## src/rtl/imm_extend_pkg.sv

```systemverilog
// imm_extend_pkg: shared types and helpers for the immediate extender.
// Holds the extension-mode encoding, default widths and the length clamp.
package imm_extend_pkg;

  typedef enum logic [1:0] {
    MODE_ZERO   = 2'b00,
    MODE_SIGN   = 2'b01,
    MODE_UPPER  = 2'b10,
    MODE_BRANCH = 2'b11
  } mode_e;

  localparam int DEF_IN_W  = 26;
  localparam int DEF_OUT_W = 32;

  // A length of zero, or one wider than the field, means "use the whole field".
  function automatic int clamp_len(input int len, input int in_w);
    return (len == 0 || len > in_w) ? in_w : len;
  endfunction

endpackage

```

## src/rtl/imm_extend_pipe_if.sv

```systemverilog
// imm_extend_pipe_if: valid/ready bundle between decode and the extender
// (input side) and between the extender and the ALU operand mux (output side).
interface imm_extend_pipe_if #(
  parameter int IN_W  = 26,
  parameter int OUT_W = 32,
  parameter int LEN_W = $clog2(IN_W + 1)
) ();

  logic             in_valid;
  logic             in_ready;
  logic [IN_W-1:0]  in_data;
  logic [LEN_W-1:0] in_len;
  logic [1:0]       in_mode;
  logic             out_valid;
  logic             out_ready;
  logic [OUT_W-1:0] out_data;

  // Producer of immediates and consumer of operands.
  modport master (
    output in_valid, in_data, in_len, in_mode, out_ready,
    input  in_ready, out_valid, out_data
  );

  // The extender stage itself.
  modport slave (
    input  in_valid, in_data, in_len, in_mode, out_ready,
    output in_ready, out_valid, out_data
  );

endinterface

```

## src/rtl/imm_extend_core.sv

```systemverilog
// imm_extend_core: purely combinational mask / extend / shift of one
// immediate field. Also reports whether the word counts as negative
// (sign-extending mode with sign bit set).
module imm_extend_core
  import imm_extend_pkg::*;
#(
  parameter int IN_W  = DEF_IN_W,
  parameter int OUT_W = DEF_OUT_W,
  parameter int LEN_W = $clog2(IN_W + 1)
) (
  input  logic [IN_W-1:0]  in_data,
  input  logic [LEN_W-1:0] in_len,
  input  mode_e            in_mode,
  output logic [OUT_W-1:0] result,
  output logic             neg
);

  int               eff_len;
  logic [OUT_W-1:0] mask;
  logic [OUT_W-1:0] field;
  logic [OUT_W-1:0] sext;
  logic             sign;

  // Build the field mask from the clamped length, then form each mode's result.
  // NOTE: every signal written here gets a default first, so no path leaves a
  // value unassigned and no latch is inferred.
  always_comb begin
    eff_len = clamp_len(int'(in_len), IN_W);
    mask    = {OUT_W{1'b1}} >> (OUT_W - eff_len);
    field   = OUT_W'(in_data) & mask;
    // The sign bit is the top set bit of the mask, picked without a variable index.
    sign    = |(field & mask & ~(mask >> 1));
    sext    = field | (sign ? ~mask : '0);
    result  = field;
    neg     = 1'b0;
    unique case (in_mode)
      MODE_ZERO:   result = field;
      MODE_SIGN:   begin
        result = sext;
        neg    = sign;
      end
      MODE_UPPER:  result = field << (OUT_W - eff_len);
      MODE_BRANCH: begin
        result = sext << 2;
        neg    = sign;
      end
      default:     result = field;
    endcase
  end

endmodule

```

## src/rtl/imm_extend_pipe.sv

```systemverilog
// imm_extend_pipe: registered valid/ready immediate extender with a
// 2-entry (output + skid) buffer. in_ready is a register, so neither the
// data path nor the ready path is combinational from input to output.
// Optional statistics counters are built when IMM_EXTEND_STATS_EN is defined.
module imm_extend_pipe
  import imm_extend_pkg::*;
#(
  parameter int IN_W  = DEF_IN_W,
  parameter int OUT_W = DEF_OUT_W,
  parameter int LEN_W = $clog2(IN_W + 1)
) (
  input  logic        clk,
  input  logic        rst,
  imm_extend_pipe_if.slave bus
`ifdef IMM_EXTEND_STATS_EN
  ,
  output logic [31:0] stat_xfers,
  output logic [31:0] stat_neg
`endif
);

  logic [OUT_W-1:0] ext_result;
  logic             ext_neg;

  logic             out_valid_q, out_valid_d;
  logic [OUT_W-1:0] out_data_q,  out_data_d;
  logic             out_neg_q,   out_neg_d;
  logic             skid_valid_q, skid_valid_d;
  logic [OUT_W-1:0] skid_data_q,  skid_data_d;
  logic             skid_neg_q,   skid_neg_d;
  logic             in_ready_q,   in_ready_d;

  logic accept;
  logic consume;

  imm_extend_core #(
    .IN_W  (IN_W),
    .OUT_W (OUT_W),
    .LEN_W (LEN_W)
  ) u_core (
    .in_data (bus.in_data),
    .in_len  (bus.in_len),
    .in_mode (mode_e'(bus.in_mode)),
    .result  (ext_result),
    .neg     (ext_neg)
  );

  assign accept        = bus.in_valid && in_ready_q;
  assign consume       = out_valid_q && bus.out_ready;
  assign bus.in_ready  = in_ready_q;
  assign bus.out_valid = out_valid_q;
  assign bus.out_data  = out_data_q;

  // Decide where the next word lives: output register first, skid when stalled.
  always_comb begin
    out_valid_d  = out_valid_q;
    out_data_d   = out_data_q;
    out_neg_d    = out_neg_q;
    skid_valid_d = skid_valid_q;
    skid_data_d  = skid_data_q;
    skid_neg_d   = skid_neg_q;
    if (!out_valid_q || consume) begin
      // Output register is free this cycle: the older skid word has priority.
      if (skid_valid_q) begin
        out_valid_d  = 1'b1;
        out_data_d   = skid_data_q;
        out_neg_d    = skid_neg_q;
        skid_valid_d = 1'b0;
      end else if (accept) begin
        out_valid_d = 1'b1;
        out_data_d  = ext_result;
        out_neg_d   = ext_neg;
      end else begin
        out_valid_d = 1'b0;
      end
    end else if (accept) begin
      // Output stalled and a word arrives: park it in the skid register.
      skid_valid_d = 1'b1;
      skid_data_d  = ext_result;
      skid_neg_d   = ext_neg;
    end
    in_ready_d = !skid_valid_d;
  end

  // Pipeline state register; reset discards both held words at once.
  // NOTE: the data registers are reset as well, because out_data must read
  // zero during reset; they are plain flops, not a memory array.
  always_ff @(posedge clk or posedge rst) begin
    if (rst) begin
      out_valid_q  <= 1'b0;
      out_data_q   <= '0;
      out_neg_q    <= 1'b0;
      skid_valid_q <= 1'b0;
      skid_data_q  <= '0;
      skid_neg_q   <= 1'b0;
      in_ready_q   <= 1'b0;
    end else begin
      // NOTE: non-blocking assignments here so every flop samples the values
      // from before the edge, independent of statement order.
      out_valid_q  <= out_valid_d;
      out_data_q   <= out_data_d;
      out_neg_q    <= out_neg_d;
      skid_valid_q <= skid_valid_d;
      skid_data_q  <= skid_data_d;
      skid_neg_q   <= skid_neg_d;
      in_ready_q   <= in_ready_d;
    end
  end

`ifdef IMM_EXTEND_STATS_EN
  // Count consumed words, and consumed words that were sign-extended negatives.
  always_ff @(posedge clk or posedge rst) begin
    if (rst) begin
      stat_xfers <= '0;
      stat_neg   <= '0;
    end else if (consume) begin
      stat_xfers <= stat_xfers + 32'd1;
      if (out_neg_q) begin
        stat_neg <= stat_neg + 32'd1;
      end
    end
  end
`else
  // The negative flag only feeds the statistics counters.
  logic unused_stats;
  assign unused_stats = out_neg_q;
`endif

endmodule

```

## src/flat_wrapper.sv

```systemverilog
// flat-port wrapper written by rule: the top's interface ports become plain ports
module imm_extend_pipe_flat import imm_extend_pkg::*;
#(
  parameter int IN_W  = DEF_IN_W,
  parameter int OUT_W = DEF_OUT_W,
  parameter int LEN_W = $clog2(IN_W + 1)
)
  (clk, rst, bus_in_valid, bus_in_data, bus_in_len, bus_in_mode, bus_out_ready, bus_in_ready, bus_out_valid, bus_out_data);
  imm_extend_pipe_if #(.IN_W(IN_W), .OUT_W(OUT_W), .LEN_W(LEN_W)) bus_i ();
  input  logic clk;
  input  logic rst;
  input wire logic [$bits(bus_i.in_valid)-1:0] bus_in_valid;
  input wire logic [$bits(bus_i.in_data)-1:0] bus_in_data;
  input wire logic [$bits(bus_i.in_len)-1:0] bus_in_len;
  input wire logic [$bits(bus_i.in_mode)-1:0] bus_in_mode;
  input wire logic [$bits(bus_i.out_ready)-1:0] bus_out_ready;
  output wire logic [$bits(bus_i.in_ready)-1:0] bus_in_ready;
  output wire logic [$bits(bus_i.out_valid)-1:0] bus_out_valid;
  output wire logic [$bits(bus_i.out_data)-1:0] bus_out_data;
  assign bus_i.in_valid = bus_in_valid;
  assign bus_i.in_data = bus_in_data;
  assign bus_i.in_len = bus_in_len;
  assign bus_i.in_mode = bus_in_mode;
  assign bus_i.out_ready = bus_out_ready;
  assign bus_in_ready = bus_i.in_ready;
  assign bus_out_valid = bus_i.out_valid;
  assign bus_out_data = bus_i.out_data;
  imm_extend_pipe #(.IN_W(IN_W), .OUT_W(OUT_W), .LEN_W(LEN_W)) u_core (.clk(clk), .rst(rst), .bus(bus_i));
endmodule
```

## config.mk

```make
export PLATFORM = sky130hd
export DESIGN_NAME = imm_extend_pipe_flat
export DESIGN_NICKNAME = d
export VERILOG_FILES = /design/src/rtl/imm_extend_pkg.sv /design/src/rtl/imm_extend_pipe_if.sv /design/src/rtl/imm_extend_core.sv /design/src/rtl/imm_extend_pipe.sv /design/src/flat_wrapper.sv
export SDC_FILE = /design/constraint.sdc
export NUM_CORES = 1
export LEC_CHECK = 0
export CORE_MARGIN = 3
export CORE_UTILIZATION = 53
export DETAILED_ROUTE_END_ITERATION = 7
export PLACE_DENSITY = 0.8
export SETUP_SLACK_MARGIN = 0.4
export SLEW_MARGIN = 20
export SYNTH_ARGS = -nofsm -noshare
export SYNTH_HDL_FRONTEND = slang
export SYNTH_SLANG_ARGS = --single-unit
export TNS_END_PERCENT = 10
```

## constraint.sdc

```tcl
create_clock -name clk -period 2.1 [get_ports clk]
set_input_delay 0.525 -clock clk [delete_from_list [all_inputs] [get_ports clk]]
set_output_delay 0.525 -clock clk [all_outputs]
set_load 0.02 [all_outputs]
```

==> results.yml, run 1 <==
clock_tree:
  cts_root_buf: "clkbuf_16"
  clock_path_buffers: 2
  cts_max_level: 3
  numCtsBuffers: 9
  clock-sinks: 67
  cts_hold_buf: 0
global_route:
  grt_max_degree: 68
  grtUsageTotal_pct: 71.70
  grt_overflow: 76
run_status:
  status: "did not finish"
  stop_error: "[ERROR GRT-0232] Routing congestion too high. Check the congestion heatmap in the GUI."
  lastStage: "5_1_grt"
synthesis:
  synth_xor_area_share_pct: 1.103
  ys_seq_area_share_pct: 24.23
  synth_edf_count: 0
  synth_fa_ha_area_share_pct: 0.5424
  synth_top_family_by_area: "compound AO/OA/AOI/OAI gates"
  synthCells: 912
  async_reset_ff_share_pct: 100.0
  synth_mux_area_share_pct: 4.990
  ys_warn_count: 0
  ys.flop_type: "dfrtp_1"
  ys_seq_elements: 67
  synth_area_per_cell_um2: 7.588
  synthSimpleGateAreaFrac_pct: 23.99
  synth_nets: 952
  synth.distinct_cells: 98
  synth_compound_area_share_pct: 38.33
  synthesis.area_mm2: 0.006920
sta:
  grt-worst-endpoint: "u_core.bus.out_data[19]$_DFFE_PP0P_/D"
  endpoint_type: "register data pin"
placement:
  place_hpwl_mm: 26.89
  routabilityCongestion: 1.161
  io_buffer_count: 70
  post_dp_cell_area_mm2: 0.009952
  placed_cells: 1369
die:
  die_w_um: 120.3
  die_y_um: 120.3
  initial_core_util_pct: 54.62
  std_cell_rows: 41
  ios: 71
## per-stage QoR
| stage | setup TNS, ns | setup WS, ns |
|---|---|---|
| after floorplan | -96.56 | -1.542 |
| after global placement | -131.70 | -2.460 |
| after detailed placement | -141.16 | -2.586 |
| after CTS | -78.20 | -1.377 |
## what timing repair did
| item | in CTS |
|---|---|
| setup endpoints to repair | 98 |
| setup buffers | 33 |
| pin swaps | 82 |
| gates cloned | 1 |
| gates resized for setup | 211 |
## cell usage after synthesis (14+ instances only)
cell type / number / share of area, %
nand2_1: 107 / 5.8
o21ai_0: 84 / 6.1
nor2_1: 79 / 4.3
dfrtp_1: 67 / 24
a21oi_1: 63 / 4.6
clkbuf_1: 46 / 2.5
nand3_1: 37 / 2.7
nor3_1: 25 / 1.8
a31oi_1: 20 / 1.8
and3_1: 20 / 1.8
inv_1: 18 / 0.98
o22ai_1: 15 / 1.4
buf_2: 14 / 1.0
o31ai_1: 14 / 1.5
## routing by layer
metal | GRT usage, % | overflow
met1 | 70.73 | 0
met2 | 90.87 | 43
met3 | 54.16 | 0
met4 | 72.88 | 33
met5 | 14.71 | 0
## cells by family after synthesis
group / after synthesis
xor+xnor: 4
buf+inv: 100
flops: 67
mux: 25
compound gates: 374
simple gates: 339
fa+ha+maj: 3
==> inputs of run 2 (changes only) <==
--- a/config.mk
+++ b/config.mk
@@ -6,10 +6,9 @@
 export NUM_CORES = 1
 export LEC_CHECK = 0
 export CORE_MARGIN = 3
-export CORE_UTILIZATION = 53
+export CORE_UTILIZATION = 40
 export DETAILED_ROUTE_END_ITERATION = 7
-export PLACE_DENSITY = 0.8
-export SETUP_SLACK_MARGIN = 0.4
+export PLACE_DENSITY_LB_ADDON = 0.15
 export SLEW_MARGIN = 20
 export SYNTH_ARGS = -nofsm -noshare
 export SYNTH_HDL_FRONTEND = slang
==> constraint.sdc (replaced) <==
create_clock -name clk -period 2.75 [get_ports clk]
set_input_delay 0.6875 -clock clk [delete_from_list [all_inputs] [get_ports clk]]
set_output_delay 0.6875 -clock clk [all_outputs]
set_load 0.02 [all_outputs]
==> run 2 against run 1 <==
Against the previous run: the flow now finishes, with violations (DRC, setup timing); synthesized area unchanged; synthesized cell count stayed put.
==> results.yml, run 2 <==
run_status:
  status: "finished, violations left"
  violations: "DRC, setup timing"
sta:
  layout_min_cycle_time_ns: 3.731
  finalHoldViolations: 0
  finalSetupTns_ns: -52.18
  slew_viol_final: 0
  layout_setup_ws_ns: -0.9812
  fin_crit_sh_pct: 135.7
  slew_headroom_pct: 46.37
  worst_slew_pin_slew_ns: 0.8036
  fmax_ghz: 0.2680
  rsz0062_at_grt: "yes"
  finalClockSkew_ns: 0.005776
  setup_violations: 63
routing:
  drc: 3
  first_pass_iters: 8
  viasPerCell: 6.303
  drt_wl_total_mm: 33.51
  routedWlPerCell_um: 22.87
  drt-initial-drc-count: 1205
  vias: 9234
  antenna_left: 0
die:
  initial_core_util_pct: 41.29
  core_mm2: 0.01676
  dieArea_mm2: 0.01892
  ios: 71
  std_cell_rows: 47
  die_y_um: 137.5
  die_w_um: 137.5
finish:
  syn2layout_area_growth_pct: 62.41
  mostFrequentLayoutCell: "buf_4"
  nets: 1280
  multiInputGateArea_mm2: 0.005523
  final_cell_mix: "buf_4, nand2_1, nor2_1"
  drive_gt1_share_pct: 40.08
  diodes: 0
  n_fill_cell: 1419
  area.sequential_mm2: 0.001677
placement:
  place_worst_setup_slack_ns: -1.782
  place_hpwl_mm: 25.55
  io_buffer_count: 70
  routabilityCongestion: 1.082
synthesis:
  ys_seq_area_share_pct: 24.23
  synth_common_cells: "nand2_1, o21ai_0, nor2_1"
  ys_warn_count: 0
  synth.distinct_cells: 98
  ys_seq_elements: 67
  synthCells: 912
  synth_xor_area_share_pct: 1.103
  synth_area_per_cell_um2: 7.588
  synthesis.area_mm2: 0.006920
  synth_top_cell_by_area: "dfrtp_1"
  synth_compound_area_share_pct: 38.33
  synth_top_family_by_area: "compound AO/OA/AOI/OAI gates"
  synth_edf_count: 0
  synth.top_cells.by_area: "dfrtp_1, o21ai_0, nand2_1"
  synth_most_common_cell: "nand2_1"
  ys.flop_type: "dfrtp_1"
  synthSimpleGateAreaFrac_pct: 23.99
  synth_fa_ha_area_share_pct: 0.5424
  async_reset_ff_share_pct: 100.0
  synth_top_area_share_pct: 24.23
  synth_nets: 952
  synth_mux_area_share_pct: 4.990
critical_path:
  worstSetupStartpoint: "bus_in_len[2]"
  cpPeakStageDelay_ns: 0.44
  worstSetupStartpointType: "input pin"
  crit_chain: "buf_6, or2_4, nor3_4, a211oi_4, buf_6, ha_4, nor2_4, a222oi_1, nand2b_1, a31oi_2, or3_4, nor3_4, buf_4, buf_6, buf_6, a31oi_4, nor3_2, nor2_1"
  critPathMostFrequentCell: "buf_6"
  cp-end-kind: "register"
  required_ns: 2.96
  path_class: "input pin to register"
  ff2ff_setup_slack_ns: 0.88
  slowest_stage: "or3_4"
  worstPathArrival_ns: 3.94
  r2r-start: "u_core.skid_valid_q$_DFF_PP0_"
  timing.rr.end: "u_core.bus.out_data[17]$_DFFE_PP0P_"
  crit_fanout: 7
  reg2reg_depth: 6
global_route:
  grtUsageTotal_pct: 35.16
  grt_pass1_wl_mm: 50.72
  grt_overflow: 0
  antenna_found_initial: 0
  grt_pass1_vias: 8656
  grt_max_degree: 68
flow_run:
  cap_violations: 0
worst_hold_path:
  hold_end: "u_core.skid_data_q[20]$_DFFE_PP0P_"
  hold_path.class: "register to register"
  worstHoldStart: "u_core.skid_data_q[20]$_DFFE_PP0P_"
  hold_depth: 2
clock_tree:
  numCtsBuffers: 9
  clock_latency_ns: 0.33
  cts_tree: "yes"
  clock-sinks: 67
  cts_root_buf: "clkbuf_16"
  clock_path_buffers: 2
  cts.clk_slew.worst_paths_ns: 0.06
  cts_max_level: 3
  cts_hold_buf: 0
pwr:
  p_leak_nw: 4.776
  ir_drop_v: 0.0004737
  powerDensity_mw_per_mm2: 549.2
run 2: cell counts after synthesis:
Identical to the previous run, type by type.
run 2: per-layer routing:
metal  share of wire, %  GRT usage (%)  vias to the layer above
met5                  0              0                        -
met4                5.8          16.63                        0
met3                9.6          6.720                      138
met2                 45          55.34                      571
met1                 40          46.41                     4370
li1                   -              -                     4155
run 2: logic make-up after synthesis:
family | Yosys count
and+or+nand+nor | 339
buffers and inverters | 100
muxes | 25
xor gates and xnor gates | 4
DFF | 67
adders and majority gates | 3
AOI/OAI and AO/OA | 374
run 2: area by class of cell:
cell class | count | share of cell area [%]
Multi-Input combinational cell | 745 | 49.14
Timing Repair Buffer | 398 | 30.29
Sequential cell | 67 | 14.92
Tap cell | 220 | 2.449
Clock buffer | 11 | 2.249
Inverter | 19 | 0.6345
Clock inverter | 5 | 0.3228
run 2: how the worst max path moves through the flow:
stage / end / slack [ns] / cells after the start
2_1_floorplan: u_core.skid_data_q[14]$_DFFE_PP0P_ / -1.05 / 17
3_3_place_gp: u_core.skid_data_q[23]$_DFFE_PP0P_ / -1.72 / 17
3_5_place_dp: u_core.skid_data_q[23]$_DFFE_PP0P_ / -1.78 / 17
4_1_cts: u_core.bus.out_data[28]$_DFFE_PP0P_ / -0.89 / 18
5_1_grt: u_core.bus.out_data[18]$_DFFE_PP0P_ / -1.19 / 18
6_report: u_core.bus.out_data[18]$_DFFE_PP0P_ / -0.98 / 18
run 2: repair_timing:
item,CTS,global route
gates cloned,2,0
pin swaps,54,33
setup buffers,24,9
resized for setup,138,59
setup endpoints to repair,64,64
run 2: worst max-delay path, delay by kind of cell:
kind	cells	cell delay, ns
AOI/OAI and AO/OA	4	0.67
adders and majority gates	1	0.30
buffers and inverters	5	0.60
and+or+nand+nor	8	1.68
run 2: power by group:
part	switching, W	internal (W)	leakage [nW]	total, W
combinational	0.00192	0.00169	3.81	0.00361
sequential	0.000169	0.00130	0.826	0.00147
clock	0.000431	0.000660	0.134	0.00109
total	0.00252	0.00365	4.78	0.00617
run 2: stage by stage:
step | instance area, µm² | std cells | utilization [%] | hold slack (ns) | power, W
3_3_place_gp | 9946 | 1416 | 59.34 | 0.4468 | 0.004589
6_report | 11240 | 1465 | 67.06 | 0.4643 | 0.006173
2_1_floorplan | 7084 | 912 | - | 0.4298 | 0.003070
5_1_grt | 11240 | 1465 | 67.06 | 0.4841 | 0.006488
3_5_place_dp | 9946 | 1416 | 59.34 | 0.4466 | 0.004622
4_1_cts | 10910 | 1457 | 65.08 | 0.4596 | 0.005986
Note: power is estimated with default switching activity, not from simulation.
==> inputs of run 3 (changes only) <==
--- a/config.mk
+++ b/config.mk
@@ -5,6 +5,7 @@
 export SDC_FILE = /design/constraint.sdc
 export NUM_CORES = 1
 export LEC_CHECK = 0
+export CORE_ASPECT_RATIO = 0.8
 export CORE_MARGIN = 3
 export CORE_UTILIZATION = 40
 export DETAILED_ROUTE_END_ITERATION = 7
==> run 3 against run 2 <==
Against the previous run: the run ends with setup timing left; hold slack gained 0.0065 ns; critical endpoint is now u_core.bus.out_data[10]$_DFFE_PP0P_; critical path depth shrank 1; count of clock-buffer cells in the layout down 1; sequential share of layout area up 0.35 points; largest power group unchanged; sequential power is essentially flat; wire length rose by 6.2%; highest routed layer is now met5; total power down 0.91%; final cell count is 0.89% lower; sequential cell count did not move; global-route usage up 1.0 points.
==> results.yml, run 3 (synthesis results as in run 2) <==
run_status:
  status: "finished, violations left"
  violations: "setup timing"
global_route:
  grt_pass1_wl_mm: 52.46
  grt_overflow: 0
  antenna_found_initial: 1
  grt_max_degree: 68
  grtUsageTotal_pct: 36.19
  grt_pass1_vias: 8661
critical_path:
  r2r-start: "u_core.skid_valid_q$_DFF_PP0_"
  required_ns: 2.97
  slowest_stage: "a21oi_2"
  path_class: "input pin to register"
  ff2ff_setup_slack_ns: 0.70
  critPathMostFrequentCell: "buf_4"
  worstSetupStartpointType: "input pin"
  worstPathArrival_ns: 3.93
  timing.rr.end: "u_core.bus.out_data[20]$_DFFE_PP0P_"
  cp-end-kind: "register"
  crit_fanout: 7
  cpPeakStageDelay_ns: 0.32
  crit_chain: "buf_8, or2_4, nor3_4, a211oi_4, buf_6, buf_4, ha_4, buf_4, buf_4, nand2_1, a31oi_1, o31ai_4, and4_4, nand3_2, a21oi_2, o21ai_0, o31a_1"
  reg2reg_depth: 5
die:
  initial_core_util_pct: 41.28
  die_y_um: 123.6
  std_cell_rows: 42
  core_mm2: 0.01676
  ios: 71
  dieArea_mm2: 0.01893
  die_w_um: 153.1
routing:
  drt-initial-drc-count: 1080
  first_pass_iters: 6
  drc: 0
  routedWlPerCell_um: 24.51
  drt_wl_total_mm: 35.59
  vias: 9221
  viasPerCell: 6.351
  antenna_left: 0
worst_hold_path:
  hold_path.class: "register to register"
  hold_end: "u_core.skid_data_q[15]$_DFFE_PP0P_"
  hold_depth: 2
  worstHoldStart: "u_core.skid_data_q[15]$_DFFE_PP0P_"
clock_tree:
  cts_tree: "yes"
  cts_root_buf: "clkbuf_16"
  clock_latency_ns: 0.33
  clock_path_buffers: 2
  clock-sinks: 67
  numCtsBuffers: 9
  cts.clk_slew.worst_paths_ns: 0.06
  cts_hold_buf: 0
  cts_max_level: 3
sta:
  finalSetupTns_ns: -52.87
  slew_headroom_pct: 63.85
  layout_setup_ws_ns: -0.9635
  finalHoldViolations: 0
  layout_min_cycle_time_ns: 3.713
  slew_viol_final: 0
  rsz0062_at_grt: "yes"
  setup_violations: 64
  worst_slew_pin_slew_ns: 0.5366
  fin_crit_sh_pct: 135.0
  finalClockSkew_ns: 0.006539
  fmax_ghz: 0.2693
placement:
  io_buffer_count: 70
  place_hpwl_mm: 27.17
  placed_cells: 1411
  routabilityCongestion: 1.076
finish:
  mostFrequentLayoutCell: "buf_4"
  instances_no_fill: 1452
  final_cell_mix: "buf_4, nand2_1, nor2_1"
  nets: 1267
  syn2layout_area_growth_pct: 58.72
  diodes: 0
  drive_gt1_share_pct: 37.82
pwr:
  p_leak_nw: 4.683
  ir_drop_v: 0.0003728
  powerDensity_mw_per_mm2: 556.8
flow_run:
  cap_violations: 0
## run 3: where the power goes
group	leakage, nW	switching [W]	internal, W
Sequential	0.826	0.000181	0.00130
Combinational	3.72	0.00193	0.00163
Clock	0.139	0.000444	0.000634
## run 3: cell type report
type                       instances  area, µm²
fill                            1455       5779
inverter                          19      71.32
clock inverter                     6      40.04
tap                              220      275.3
clock buffer                      10      239.0
sequential                        67       1677
timing repair buffer             385       3281
multi-input combinational        745       5401
## run 3: worst max-delay path, delay by kind of cell
kind	cells	cell delay, ns
compound gates	6	1.40
simple gates	5	0.98
buf+inv	5	0.70
fa+ha+maj	1	0.16
## run 3: stage by stage
step | utilization (%) | worst slack, ns | total power [W] | cell area [µm²] | hold WS, ns
global route | 65.52 | -1.044 | 0.006395 | 10980 | 0.4952
CTS | 64.29 | -0.9098 | 0.005962 | 10780 | 0.4696
detailed placement | 59.26 | -1.830 | 0.004643 | 9933 | 0.4571
finish | 65.52 | -0.9635 | 0.006116 | 10980 | 0.4708
floorplan | - | -1.054 | 0.003070 | 7084 | 0.4298
global placement | 59.26 | -1.898 | 0.004633 | 9933 | 0.4517
## run 3: worst max-delay path by stage
stage | start | to | slack [ns] | depth (start not counted)
3_5_place_dp | bus_in_len[4] | u_core.skid_data_q[16]$_DFFE_PP0P_ | -1.83 | 17
6_report | bus_in_len[4] | u_core.bus.out_data[10]$_DFFE_PP0P_ | -0.96 | 17
2_1_floorplan | bus_in_len[2] | u_core.skid_data_q[14]$_DFFE_PP0P_ | -1.05 | 17
4_1_cts | bus_in_len[4] | u_core.skid_data_q[14]$_DFFE_PP0P_ | -0.91 | 16
5_1_grt | bus_in_len[4] | u_core.bus.out_data[29]$_DFFE_PP0P_ | -1.04 | 18
3_3_place_gp | bus_in_len[4] | u_core.skid_data_q[16]$_DFFE_PP0P_ | -1.90 | 17
## run 3: layer usage
layer  up-vias  track usage, %  share of wire (%)
met5         -               0              0.031
met4         2           11.74                3.6
met2       579           53.41                 42
li1       4134               -                  -
met3        89           10.84                 12
met1      4417           50.91                 43
## run 3: repair_timing
item | 4_1_cts | 5_1_grt
buffers inserted | 20 | 4
pin swaps | 55 | 19
hold endpoints to repair | 0 | 0
cloned | 2 | 0
setup endpoints to repair | 64 | 64
gates resized for setup | 128 | 44
